===== src/rtl/k12a_mem_arbiter_pkg.sv =====
// Shared types and widths for the k12a memory arbiter.
//   mem_mode_t      : memory access mode carried on the CPU and memory buses
//   mem_arb_state_t : arbiter ownership / access sequencing states
package k12a_mem_arbiter_pkg;

  localparam int unsigned ADDR_W  = 16;
  localparam int unsigned DATA_W  = 8;
  localparam int unsigned COUNT_W = 8;

  typedef enum logic {
    MEM_MODE_READ  = 1'b0,
    MEM_MODE_WRITE = 1'b1
  } mem_mode_t;

  typedef enum logic [2:0] {
    ARB_CPU    = 3'd0,
    ARB_ACCESS = 3'd1,
    ARB_STROBE = 3'd2,
    ARB_ACK    = 3'd3,
    ARB_HOLD   = 3'd4
  } mem_arb_state_t;

endpackage


===== src/rtl/k12a_mem_arbiter.sv =====
// Shares the k12a memory port between the CPU datapath and a debug/loader
// requester. Debug is granted only at instruction boundaries or while the CPU
// is halted; the CPU is stalled for the whole debug tenure. A burst limit plus
// a yield flag guarantees at least one CPU instruction between debug tenures.
// Ports:
//   cpu_clock, reset                  : clock, synchronous active-high reset
//   cpu_mem_*, cpu_addr, cpu_wdata    : CPU-side memory request
//   cpu_at_boundary, cpu_halted       : CPU status used to gate the grant
//   cpu_stall                         : freezes CPU state while debug owns memory
//   dbg_req/write/addr/wdata          : debug level request and payload
//   dbg_grant, dbg_ack, dbg_rdata     : debug ownership, completion, read data
//   mem_*                             : memory-side bus, mem_rdata returned
module k12a_mem_arbiter
  import k12a_mem_arbiter_pkg::*;
#(
  parameter int unsigned MAX_BURST = 8
) (
  input  logic              cpu_clock,
  input  logic              reset,
  input  logic              cpu_mem_enable,
  input  mem_mode_t         cpu_mem_mode,
  input  logic              cpu_async_write,
  input  logic [ADDR_W-1:0] cpu_addr,
  input  logic [DATA_W-1:0] cpu_wdata,
  input  logic              cpu_at_boundary,
  input  logic              cpu_halted,
  output logic              cpu_stall,
  input  logic              dbg_req,
  input  logic              dbg_write,
  input  logic [ADDR_W-1:0] dbg_addr,
  input  logic [DATA_W-1:0] dbg_wdata,
  output logic              dbg_grant,
  output logic              dbg_ack,
  output logic [DATA_W-1:0] dbg_rdata,
  output logic              mem_enable,
  output mem_mode_t         mem_mode,
  output logic              mem_async_write,
  output logic [ADDR_W-1:0] mem_addr,
  output logic [DATA_W-1:0] mem_wdata,
  input  logic [DATA_W-1:0] mem_rdata
);

  mem_arb_state_t     state;
  logic [COUNT_W-1:0] count;
  logic               yield_flag;
  logic [ADDR_W-1:0]  lat_addr;
  logic [DATA_W-1:0]  lat_wdata;
  logic               lat_write;

  logic grant_c;
  logic burst_done_c;

  // A halted CPU cannot make progress anyway, so yield never blocks the loader.
  assign grant_c      = dbg_req & (cpu_at_boundary | cpu_halted) & ~(yield_flag & ~cpu_halted);
  assign burst_done_c = (count >= COUNT_W'(MAX_BURST));

  // Ownership sequencing, burst counter, yield flag and read-data capture.
  always_ff @(posedge cpu_clock) begin
    if (reset) begin
      state      <= ARB_CPU;
      count      <= '0;
      yield_flag <= 1'b0;
      dbg_rdata  <= '0;
      lat_addr   <= '0;
      lat_wdata  <= '0;
      lat_write  <= 1'b0;
    end else begin
      // CPU leaving fetch proves it stepped; later set in ARB_HOLD overrides.
      if (!cpu_at_boundary) yield_flag <= 1'b0;
      case (state)
        ARB_CPU: begin
          if (grant_c) begin
            state <= ARB_ACCESS;
            count <= '0;
          end
        end
        ARB_ACCESS: begin
          // Latch the payload so a request dropped mid-access still completes.
          lat_addr  <= dbg_addr;
          lat_wdata <= dbg_wdata;
          lat_write <= dbg_write;
          if (dbg_write) begin
            state <= ARB_STROBE;
          end else begin
            dbg_rdata <= mem_rdata;
            state     <= ARB_ACK;
          end
        end
        ARB_STROBE: state <= ARB_ACK;
        ARB_ACK: begin
          if (count != '1) count <= count + COUNT_W'(1);
          state <= ARB_HOLD;
        end
        ARB_HOLD: begin
          // While halted the burst limit is waived so back-to-back accesses never pause.
          if (dbg_req && (!burst_done_c || cpu_halted)) begin
            state <= ARB_ACCESS;
          end else begin
            state <= ARB_CPU;
            if (dbg_req) yield_flag <= 1'b1;
          end
        end
        default: state <= ARB_CPU;
      endcase
    end
  end

  // Memory bus mux and ownership outputs decoded from the current state.
  always_comb begin
    mem_enable      = cpu_mem_enable;
    mem_mode        = cpu_mem_mode;
    mem_async_write = cpu_async_write;
    mem_addr        = cpu_addr;
    mem_wdata       = cpu_wdata;
    dbg_grant       = 1'b1;
    cpu_stall       = 1'b1;
    dbg_ack         = 1'b0;
    case (state)
      ARB_CPU: begin
        dbg_grant = grant_c;
        cpu_stall = grant_c;
      end
      ARB_ACCESS: begin
        mem_enable      = 1'b1;
        mem_mode        = dbg_write ? MEM_MODE_WRITE : MEM_MODE_READ;
        mem_async_write = 1'b0;
        mem_addr        = dbg_addr;
        mem_wdata       = dbg_wdata;
      end
      ARB_STROBE: begin
        mem_enable      = 1'b1;
        mem_mode        = MEM_MODE_WRITE;
        mem_async_write = 1'b1;
        mem_addr        = lat_addr;
        mem_wdata       = lat_wdata;
      end
      ARB_ACK, ARB_HOLD: begin
        mem_enable      = 1'b0;
        mem_mode        = lat_write ? MEM_MODE_WRITE : MEM_MODE_READ;
        mem_async_write = 1'b0;
        mem_addr        = lat_addr;
        mem_wdata       = lat_wdata;
        dbg_ack         = (state == ARB_ACK);
      end
      default: begin
        dbg_grant = 1'b0;
        cpu_stall = 1'b0;
      end
    endcase
  end

endmodule

===== config.mk =====
export PLATFORM = sky130hd
export DESIGN_NAME = k12a_mem_arbiter
export DESIGN_NICKNAME = d
export VERILOG_FILES = /design/src/rtl/k12a_mem_arbiter_pkg.sv /design/src/rtl/k12a_mem_arbiter.sv
export SDC_FILE = /design/constraint.sdc
export NUM_CORES = 1
export LEC_CHECK = 0
export BUFFER_PORTS_ARGS = -buffer_cell sky130_fd_sc_hd__buf_4
export CORE_MARGIN = 2
export CORE_UTILIZATION = 47
export CTS_BUF_LIST = sky130_fd_sc_hd__clkbuf_8
export CTS_CLUSTER_DIAMETER = 40
export DETAILED_ROUTE_END_ITERATION = 8
export GPL_TIMING_DRIVEN = 0
export HOLD_SLACK_MARGIN = 0.15
export PLACE_DENSITY = 0.79
export SYNTH_ARGS = -nofsm -noshare
export SYNTH_HDL_FRONTEND = slang
export SYNTH_SLANG_ARGS = --single-unit

===== constraint.sdc =====
create_clock -name cpu_clock -period 3.15 [get_ports cpu_clock]
set_clock_uncertainty 0.1 [all_clocks]
set_input_delay 0.63 -clock cpu_clock [delete_from_list [all_inputs] [get_ports cpu_clock]]
set_output_delay 0.63 -clock cpu_clock [all_outputs]
set_load 0.03 [all_outputs]

---- Word level (Yosys, flattened, before mapping) ----
Cells that the tools add are included.
storage, ports and cells
  memories kept ........................... 0
  word-level logic and storage cells ...... 55
  memory bits (read-only) ................. 0
  output and inout bits ................... 38
  bits in latches ......................... 0
  bits of input ports ..................... 65
  flip-flop bits (word level) ............. 45
  memory bits (writable) .................. 0
cells by class
  multiplexer cells ....................... 20
  equal/unequal tests ..................... 7
  magnitude comparators ................... 1
  reduce and logical (&&, ||, !) cells .... 12
  $mul .................................... 0
  shift operators ......................... 0
  bitwise logic cells ..................... 7
  add/subtract/negate cells ............... 1
  div/mod/pow operators ................... 0
operators by type and width
  operator               count
  $pmux W16 S2           1
  $pmux W8 S2            2
  $mux W8                2
  $pmux W3 S5            1
  $mux W1                9
  $add A8 B1 Y8 const B  1
  $ge A8 B4 Y1 const B   1
  $ne A8 B8 Y1 const B   1
  $eq A3 B2 Y1 const B   2
  $pmux W1 S2            3
  $reduce_or A3 Y1       2
  $ne A2 B2 Y1 const B   2
  $reduce_or A2 Y1       2
  $reduce_or A4 Y1       1
  $and A1 B1 Y1          3
  $eq A3 B1 Y1 const B   1
  $eq A3 B3 Y1 const B   1
  $logic_not A3 Y1       1
  $mux W3                1
  $not A1 Y1             3
  $pmux W1 S3            1
  $reduce_and A3 Y1      1
  $reduce_and A2 Y1      1
  $reduce_bool A2 Y1     1
  other kinds (4)        4

---- Logic depth before layout (Yosys ltp) ----
Gate-level depths: netlist (run 1).
  depth after elaboration ................. 6
  depth in mapped cells ................... 6
  depth with buffers taken out ............ 5

---- Worst setup path after synthesis (run 1) ----
Ideal clock, no wire load.
  path type ............................... input port to output port
  start point ............................. input cpu_at_boundary
  end point ............................... output dbg_grant
  data arrival time ....................... 1.738 ns
  required time ........................... 2.420 ns
  cell stages on the path ................. 5
  path buffers ............................ 1
  path slack .............................. 0.682 ns
  cells stage by stage .................... nor2b_1 -> o21a_1 -> nor3_1 -> a21oi_1 -> buf_4
on the way
  longest elaborated chain between the ends .. 4
RTL lines
  item                        RTL line                source
  from (decl)                 k12a_mem_arbiter.sv:25  input logic cpu_at_boundary,
  $or A1 B1 Y1                k12a_mem_arbiter.sv:54  assign grant_c = dbg_req & (cpu_at_boundary | cpu_halted) & ~(yield_flag & ~cpu_halted);
  $and A1 B1 Y1 (2 in a row)  k12a_mem_arbiter.sv:54
  $pmux W1 S2                 n/a
  to (decl)                   k12a_mem_arbiter.sv:32  output logic dbg_grant,
Every way passes these cells.

---- Final worst setup path (run 1) ----
  start point ............................. register state[1]
  end point ............................... output mem_addr[2]
on the way
  longest elaborated chain between the ends .. 3
  elaborated cells between the ends (all ways) .. 6
  classes of those cells .................. eq/ne (4); mux (1); reduce/logical (1)
RTL lines
  item                                          RTL line                 source
  from (decl)                                   k12a_mem_arbiter.sv:43   mem_arb_state_t state;
  from (signal assigned)                        k12a_mem_arbiter.sv:60   state <= ARB_CPU;
  from (signal assigned)                        k12a_mem_arbiter.sv:73   state <= ARB_ACCESS;
  from (signal assigned)                        k12a_mem_arbiter.sv:83   state <= ARB_STROBE;
  $eq A3 B2 Y1 or $eq A3 B3 Y1 (tied branches)  k12a_mem_arbiter.sv:118  case (state)
  $reduce_or A3 Y1 (no line)                    n/a
  $pmux W16 S2 (*)                              k12a_mem_arbiter.sv:118
  to (decl)                                     k12a_mem_arbiter.sv:38   output logic [ADDR_W-1:0] mem_addr,
Every way passes the cells marked *; elsewhere a longest branch is shown, timed or not.

==> results.yml, run 1 <==
run_status:
  outcome: "complete, no violations"
drt:
  final_antenna_net_count: 0
  drt_iter0_drc: 103
  vias_per_cell: 5.20
  drc: 0
  first_pass_iters: 4
  drt_wl_total_mm: 6.18
  vias: 2505
  wl_per_cell_um: 12.8
timing:
  slew_headroom_pct: 53.7
  fmax_ghz: 0.341
  maxSlewViolCount: 0
  tightest_slew_ns: 0.692
  min_period_ns: 2.93
  hold_viol: 0
  setup_violations: 0
  min_period_over_period_pct: 93.1
  fin_setup_tns_ns: 0
  rsz0062_at_grt: "false"
yosys:
  seq_area_frac_synth_pct: 39.6
  syn_inst: 319
  synth_async_sr_flop_share_pct: 0
  ys.warnings.count: 0
  synthAdderAreaFrac_pct: 1.10
  synthSimpleGateAreaFrac_pct: 35.5
  synthMuxAreaShare_pct: 1.32
  netlist_area_um2: 2270
  ys.flop_type: "dfxtp_1"
  ys_ff_latch: 45
  synth_compound_area_share_pct: 15.9
  synth_xor_xnor_area_share_pct: 0.771
  synth_nets: 386
  synth_top_family_by_area: "simple AND/OR/NAND/NOR gates"
  syn_avg_cell_area_um2: 7.12
  synth_edf_count: 0
  ys_types: 41
clock_tree:
  cts_hold_buf: 0
  cts_buffer_depth: 2
  cts_resized: 0
  cts_tree: "yes"
  cts_buffers: 5
  htreeDepth: 2
  path_clk_slew_ns: 0.08
  cts_num_sinks: 45
  cts-root-buf: "clkbuf_8"
  clk_latency_ns: 0.30
  post_cts_buffers: 0
power:
  p_per_area_nw_per_um2: 617
  p_leak_nw: 1.48
  ir_drop_mv: 0.316
floorplanning:
  num_rows: 25
  dieArea_um2: 5410
  initial_core_util_pct: 48.4
  core_area_um2: 4690
  num_io_pins: 103
  die_h_um: 73.5
  fp.dieW_um: 73.5
cells_and_area:
  instances_no_fill: 482
  area_growth_pct: 41.2
  drive_above_1_share_pct: 30.4
  num-fill-cells: 419
  nNetsFinal: 495
  antenna_cells: 0
worst_setup_path:
  crit_top_cell: "buf_2"
  critical_path_class: "flip-flop to output port"
  cp-end-kind: "output port"
  start_kind: "flip-flop"
  crit_arrival_ns: 2.20
  path_delay_family: "buffers and inverters"
  max_stage_delay_ns: 0.47
  cp.buffers_inverters: 3
  worstPathCellList: "buf_2, nor2_1, a211oi_2, buf_2, nand2_1, nand3_1, buf_4"
  slowest_stage: "a211oi_2"
  required_ns: 2.42
  critical_path.max_fanout: 10
grt:
  antenna_found_initial: 0
  grt_max_degree: 14
  overflow: 0
  grt_pass1_vias: 2218
  grt_first_pass_wirelength_mm: 9.72
  grtUsageTotal_pct: 23.0
place:
  place_hpwl_mm: 4.78
  place_inst: 475
  routabilityCongestion: 0.833
  portBuffers: 102
flow_run:
  cap_viol_max_count: 0
hold_path:
  hold_path.class: "flip-flop to flip-flop"
## cell usage after synthesis (3+ instances only)
cell type	number	share of area (%)
nor3_1	6	1.3
mux2i_1	3	1.3
nand2_1	117	19
a21oi_1	44	9.7
nor2_1	10	1.7
inv_1	7	1.2
nand3_1	26	5.7
nand4_1	3	0.83
o21ai_0	4	0.88
clkbuf_1	7	1.2
buf_2	9	2.0
dfxtp_1	45	40
a21o_1	3	0.99
## cell families after synthesis
family                     count (synthesis)
DFF                                       45
and+or+nand+nor                          178
adders and majority gates                  2
muxes                                      3
xor gates and xnor gates                   2
buffers and inverters                     27
AOI/OAI and AO/OA                         62
## per-layer routing
layer  global-route usage (%)  wire length, um
met5                        0                0
met2                     38.8             2940
met4                     8.89               86
met3                     5.76              494
met1                     28.1             2660
## metrics by stage
stage / total power, mW / instance area [um2] / worst slack (ns) / util, % / hold slack [ns]
after global routing: 2.09 / 3210 / 0.00760 / 68.4 / 0.375
after global placement: 1.57 / 3110 / 0.561 / 66.2 / 0.341
after floorplan: 1.24 / 2270 / 0.682 / - / 0.337
after CTS: 2.00 / 3210 / 0.190 / 68.4 / 0.358
after detailed placement: 1.58 / 3110 / 0.519 / 66.2 / 0.347
final: 1.98 / 3210 / 0.217 / 68.4 / 0.359
## worst reg2reg max path, cell delays in order, from the launching register on
cell and delay (ns):
dfxtp_1 0.31, buf_6 0.13, nor3b_2 0.58, clkbuf_1 0.43, nand2_1 0.14, a21oi_1 0.16
## registers in the layout (all words and copies together), names as in the netlist
signal,count
state,3
lat_addr,16
count,8
lat_wdata,8
yield_flag,1
dbg_rdata,8
lat_write,1
## cells in the final DEF, fill, tap and decap left out, types with 2 or more instances in the layout
cell type / netlist / final
buf_4: 2 / 104
nor2_1: 10 / 10
xnor2_1: 2 / 2
nand3_1: 26 / 26
buf_2: 9 / 9
a21o_1: 3 / 3
mux2i_1: 3 / 3
nor3_1: 6 / 6
o21ai_0: 4 / 4
o31a_1: 2 / 2
a31o_2: 2 / 2
a21oi_1: 44 / 44
nand2b_1: 2 / 2
nor2b_1: 2 / 2
inv_1: 7 / 7
nand2_1: 117 / 117
clkbuf_8: 0 / 5
clkbuf_1: 7 / 7
dfxtp_1: 45 / 45
nand4_1: 3 / 3
ha_1: 2 / 2
## path summary, 6_finish.rpt
check                                               start                         to  slack (ns)  depth (start not counted)
worst max-delay path                state[1]$_SDFFE_PP0P_                mem_addr[2]        0.22                          7
worst min-delay path            lat_addr[14]$_SDFFE_PP0N_  lat_addr[14]$_SDFFE_PP0N_        0.36                          2
worst max register to register      state[2]$_SDFFE_PP0P_  lat_addr[15]$_SDFFE_PP0N_        1.23                          5
worst min register to register  lat_addr[14]$_SDFFE_PP0N_  lat_addr[14]$_SDFFE_PP0N_        0.36                          2
## cell type report
class / instances / area, um2 / share of cell area [%]
Tap cell: 54 / 67.6 / 2.11
Inverter: 8 / 35.0 / 1.09
Clock buffer: 5 / 68.8 / 2.14
Buffer: 19 / 97.6 / 3.04
Timing Repair Buffer: 102 / 766 / 23.9
Multi-Input combinational cell: 247 / 1240 / 38.6
Clock inverter: 2 / 35.0 / 1.09
Sequential cell: 45 / 901 / 28.1
## power by group
| part | internal, mW | switching, mW |
|---|---|---|
| combinational | 0.338 | 0.573 |
| clock | 0.230 | 0.188 |
| sequential | 0.620 | 0.0292 |
No activity file was read; power rests on OpenSTA's default activity.
==> run 2: changes to the inputs <==
- CTS_BUF_LIST: sky130_fd_sc_hd__clkbuf_8 -> sky130_fd_sc_hd__clkbuf_16
- SLEW_MARGIN: default -> 20
==> run 2 against run 1 <==
  * Flip-flop and latch count did not move
  * Fmax up 0.46%
  * Non-clock buffer count stayed put
  * Global-route usage about the same
  * First-iteration DRC count increased by 7.8%
  * Largest power group unchanged
  * Critical endpoint is now mem_addr[3]
  * Final cell count is the same
==> results.yml, run 2 (synthesis results as in run 1) <==
run_status:
  outcome: "complete, no violations"
cells_and_area:
  regMostFlops: "lat_addr"
  area_growth_pct: 43.7
  multi_input_area_um2: 1240
  largest_reg_flops: 16
  instances_no_fill: 482
  num-fill-cells: 412
  antenna_cells: 0
  drive_above_1_share_pct: 30.4
  ff_latch_area_um2: 901
  fin_util_pct: 69.6
  nNetsFinal: 495
  design_area_um2: 3270
  final_cell_mix: "nand2_1 (117), buf_4 (104), dfxtp_1 (45)"
  layout.cells.most_common: "nand2_1"
grt:
  grt_pass1_vias: 2230
  use_met1_pct: 28.0
  overflow: 0
  grt_util_met2_pct: 38.9
  antenna_found_initial: 0
  grt_first_pass_wirelength_mm: 9.77
  grtUsageMet3_pct: 6.04
  grt_max_degree: 14
  grtUsageTotal_pct: 23.1
  busiest_layer: "met2"
drt:
  vias_per_cell: 5.22
  drt_iter0_drc: 111
  final_antenna_net_count: 0
  drt_wl_total_mm: 6.29
  first_pass_iters: 4
  wl_per_cell_um: 13.0
  drc: 0
  vias: 2515
floorplanning:
  num_io_pins: 103
  die_h_um: 73.5
  initial_core_util_pct: 48.4
  core_area_um2: 4690
  fp.dieW_um: 73.5
  dieArea_um2: 5410
  num_rows: 25
worst_setup_path:
  required_ns: 2.42
  critical_path_class: "flip-flop to output port"
  critical_path.max_fanout: 10
  crit_arrival_ns: 2.19
  start_kind: "flip-flop"
  cp-end-kind: "output port"
timing:
  fin_setup_tns_ns: 0
  hold_viol: 0
  min_period_ns: 2.92
  maxSlewViolCount: 0
  hold_slack_ns: 0.357
  tightest_slew_ns: 0.720
  fmax_ghz: 0.343
  slew_headroom_pct: 51.8
  layout_setup_ws_ns: 0.231
  rsz0062_at_grt: "false"
  min_period_over_period_pct: 92.7
  setup_violations: 0
clock_tree:
  cts-root-buf: "clkbuf_16"
  cts_num_sinks: 45
  cts_tree: "yes"
  cts_resized: 0
  cts_hold_buf: 0
  htreeDepth: 2
  cts_buffers: 5
  clk_latency_ns: 0.28
  post_cts_buffers: 0
  path_clk_slew_ns: 0.06
  cts_buffer_depth: 2
power:
  power.total_mw: 2.13
  ir_drop_mv: 0.406
  p_per_area_nw_per_um2: 653
  p_leak_nw: 1.51
place:
  place_hpwl_mm: 4.78
  dp_slack_ns: 0.519
  portBuffers: 102
  place_inst: 475
  routabilityCongestion: 0.833
  placed_area_um2: 3110
flow_run:
  cap_viol_max_count: 0
hold_path:
  hold_path.class: "flip-flop to flip-flop"
## run 2: cell counts in the layout (fill, tap and decap cells not counted)
No cell type changed its count.
## run 2: layout make-up
type	count	share of cell area, %
Multi-Input combinational cell	247	37.9
Sequential cell	45	27.6
Timing Repair Buffer	102	23.4
Clock buffer	5	3.83
Buffer	19	2.99
Tap cell	54	2.07
Clock inverter	2	1.07
Inverter	8	1.07
## run 2: worst paths after layout
| check | startpoint | end | slack (ns) | depth (start not counted) |
|---|---|---|---|---|
| setup reg to reg | state[2]$_SDFFE_PP0P_ | lat_addr[13]$_SDFFE_PP0N_ | 1.19 | 5 |
| setup / recovery | state[2]$_SDFFE_PP0P_ | mem_addr[3] | 0.23 | 6 |
| hold / removal | lat_addr[10]$_SDFFE_PP0N_ | lat_addr[10]$_SDFFE_PP0N_ | 0.36 | 2 |
| hold reg to reg | lat_addr[10]$_SDFFE_PP0N_ | lat_addr[10]$_SDFFE_PP0N_ | 0.36 | 2 |
## run 2: routing by layer
metal	part of all wire [%]	vias up	routed length, um
met1	43	1127	2720
li1	-	1292	-
met2	48	88	3000
met3	7.8	8	491
met4	1.2	0	77
met5	0	-	0
## run 2: power breakdown
| part | internal [mW] | switching [mW] |
|---|---|---|
| clock network | 0.368 | 0.200 |
| registers | 0.621 | 0.0290 |
| logic | 0.338 | 0.577 |
| total | 1.33 | 0.806 |
## run 2: critical path: stages (launching register included)
cell and delay, ns:
dfxtp_1 0.31, buf_6 0.13, nor3b_2 0.60, clkbuf_1 0.41, nand2_1 0.16, nand3_1 0.13, buf_4 0.17
==> run 3: changes to the inputs <==
- CORE_ASPECT_RATIO: default -> 1.25
- SKIP_LAST_GASP: default -> 1
==> run 3 against run 2 <==
  * Global-route usage up 0.47 points
  * Setup slack better by 0.074 ns
  * Clock-buffer cell count unchanged
  * Largest cell class unchanged
  * Power down 4.3%
  * Largest power group unchanged
  * Register-to-register slack better by 0.08 ns
  * Critical path depth unchanged
  * Non-clock buffer count unchanged
  * Combinational power about the same
  * Utilization down 0.52 points
  * Via count down 0.52%
  * Sequential power about the same
  * Die area about the same
==> results.yml, run 3 (synthesis results as in run 1) <==
run_status:
  outcome: "complete, no violations"
timing:
  hold_viol: 0
  slew_headroom_pct: 59.1
  min_period_over_period_pct: 90.3
  maxSlewViolCount: 0
  fin_setup_tns_ns: 0
  fmax_ghz: 0.351
  tightest_slew_ns: 0.611
  rsz0062_at_grt: "false"
  setup_violations: 0
  hold_slack_ns: 0.354
  min_period_ns: 2.85
clock_tree:
  cts_buffer_depth: 2
  post_cts_buffers: 0
  cts_hold_buf: 0
  htreeDepth: 2
  path_clk_slew_ns: 0.06
  cts_num_sinks: 45
  cts_resized: 0
  cts_tree: "yes"
  cts-root-buf: "clkbuf_16"
  cts_buffers: 5
  clk_latency_ns: 0.28
drt:
  drt_wl_total_mm: 6.39
  drt_iter0_drc: 88
  drc: 0
  vias_per_cell: 5.14
  final_antenna_net_count: 0
  first_pass_iters: 4
  vias: 2502
  wl_per_cell_um: 13.1
cells_and_area:
  instances_no_fill: 487
  nNetsFinal: 495
  largest_reg_flops: 16
  antenna_cells: 0
  drive_above_1_share_pct: 30.2
  area_growth_pct: 42.7
  final_cell_mix: "nand2_1 (117), buf_4 (104), dfxtp_1 (45)"
  regMostFlops: "lat_addr"
  layout.cells.most_common: "nand2_1"
grt:
  overflow: 0
  grt_max_degree: 13
  grt_first_pass_wirelength_mm: 9.90
  grt_util_met2_pct: 42.2
  grtUsageMet3_pct: 6.03
  antenna_found_initial: 0
  use_met1_pct: 27.7
  grt_pass1_vias: 2153
  busiest_layer: "met2"
  grtUsageTotal_pct: 23.5
worst_setup_path:
  start_kind: "flip-flop"
  critical_path_class: "flip-flop to output port"
  critical_path.max_fanout: 10
  crit_arrival_ns: 2.12
  cp-end-kind: "output port"
  required_ns: 2.42
  worstPathCellList: "buf_6, nor3b_2, clkbuf_1, nand2_1, nand3_1, buf_4"
  max_stage_delay_ns: 0.52
  slowest_stage: "nor3b_2"
floorplanning:
  die_h_um: 81.7
  core_area_um2: 4690
  initial_core_util_pct: 48.4
  num_rows: 28
  fp.dieW_um: 66.2
  dieArea_um2: 5410
  num_io_pins: 103
power:
  swShare_pct: 39.2
  p_seq_share_pct: 31.8
  power.total_mw: 2.04
  switchingPower_mw: 0.799
  p_per_area_nw_per_um2: 629
  combPwrFrac_pct: 44.9
  clkPwrFrac_pct: 23.3
  p_int_mw: 1.24
  ir_drop_mv: 0.389
  p_leak_nw: 1.49
flow_run:
  cap_viol_max_count: 0
place:
  place_hpwl_mm: 4.86
  portBuffers: 102
  routabilityCongestion: 0.789
  place_inst: 481
hold_path:
  hold_path.class: "flip-flop to flip-flop"
==> run 3: changes by cell type in the layout (fill, tap and decap cells not counted) <==
cell	delta
bufinv_16	-1
==> run 3: path summary, 6_finish.rpt <==
check	start	end	slack, ns	cells after the start
hold reg to reg	lat_addr[9]$_SDFFE_PP0N_	lat_addr[9]$_SDFFE_PP0N_	0.35	2
setup reg to reg	state[2]$_SDFFE_PP0P_	lat_addr[11]$_SDFFE_PP0N_	1.27	5
setup / recovery	state[2]$_SDFFE_PP0P_	mem_addr[11]	0.30	6
hold / removal	lat_addr[9]$_SDFFE_PP0N_	lat_addr[9]$_SDFFE_PP0N_	0.35	2
==> run 3: worst max-delay path: cells and delay by family (launching register included) <==
family | cells | cell delay (ns)
and+or+nand+nor | 3 | 0.80
DFF | 1 | 0.31
buffers and inverters | 3 | 0.72
==> run 3: routing by layer <==
layer	share of wire [%]	vias up
met4	1.7	0
li1	-	1282
met2	49	85
met5	0	-
met1	42	1122
met3	7.4	13
==> run 3: layout make-up <==
| cell class | count | area, um2 |
|---|---|---|
| flip-flops and latches | 45 | 901 |
| multi-input cells | 247 | 1240 |
| well taps | 60 | 75.1 |
| clock buffers | 5 | 125 |
| repair buffers | 102 | 766 |
| plain buffers | 19 | 97.6 |
| clock inverters | 1 | 5.00 |
| fillers | 446 | 1450 |
| inverters | 8 | 35.0 |
==> run 3: per-stage QoR <==
stage          utilization (%)  cell area [um2]  worst slack [ns]
6_report                  69.1             3240             0.305
5_1_grt                   69.1             3240             0.157
4_1_cts                   69.1             3240             0.280
3_5_place_dp              66.3             3110             0.618
3_3_place_gp              66.3             3110             0.593
2_1_floorplan                -             2270             0.682
==> run 3: power groups by stage <==
stage          logic [mW]  registers [mW]  clock network (mW)
2_1_floorplan       0.570           0.670                   0
5_1_grt             0.985           0.654               0.503
3_3_place_gp        0.910           0.659                   0
6_report            0.916           0.649               0.476
3_5_place_dp        0.918           0.661                   0
4_1_cts             0.922           0.649               0.487
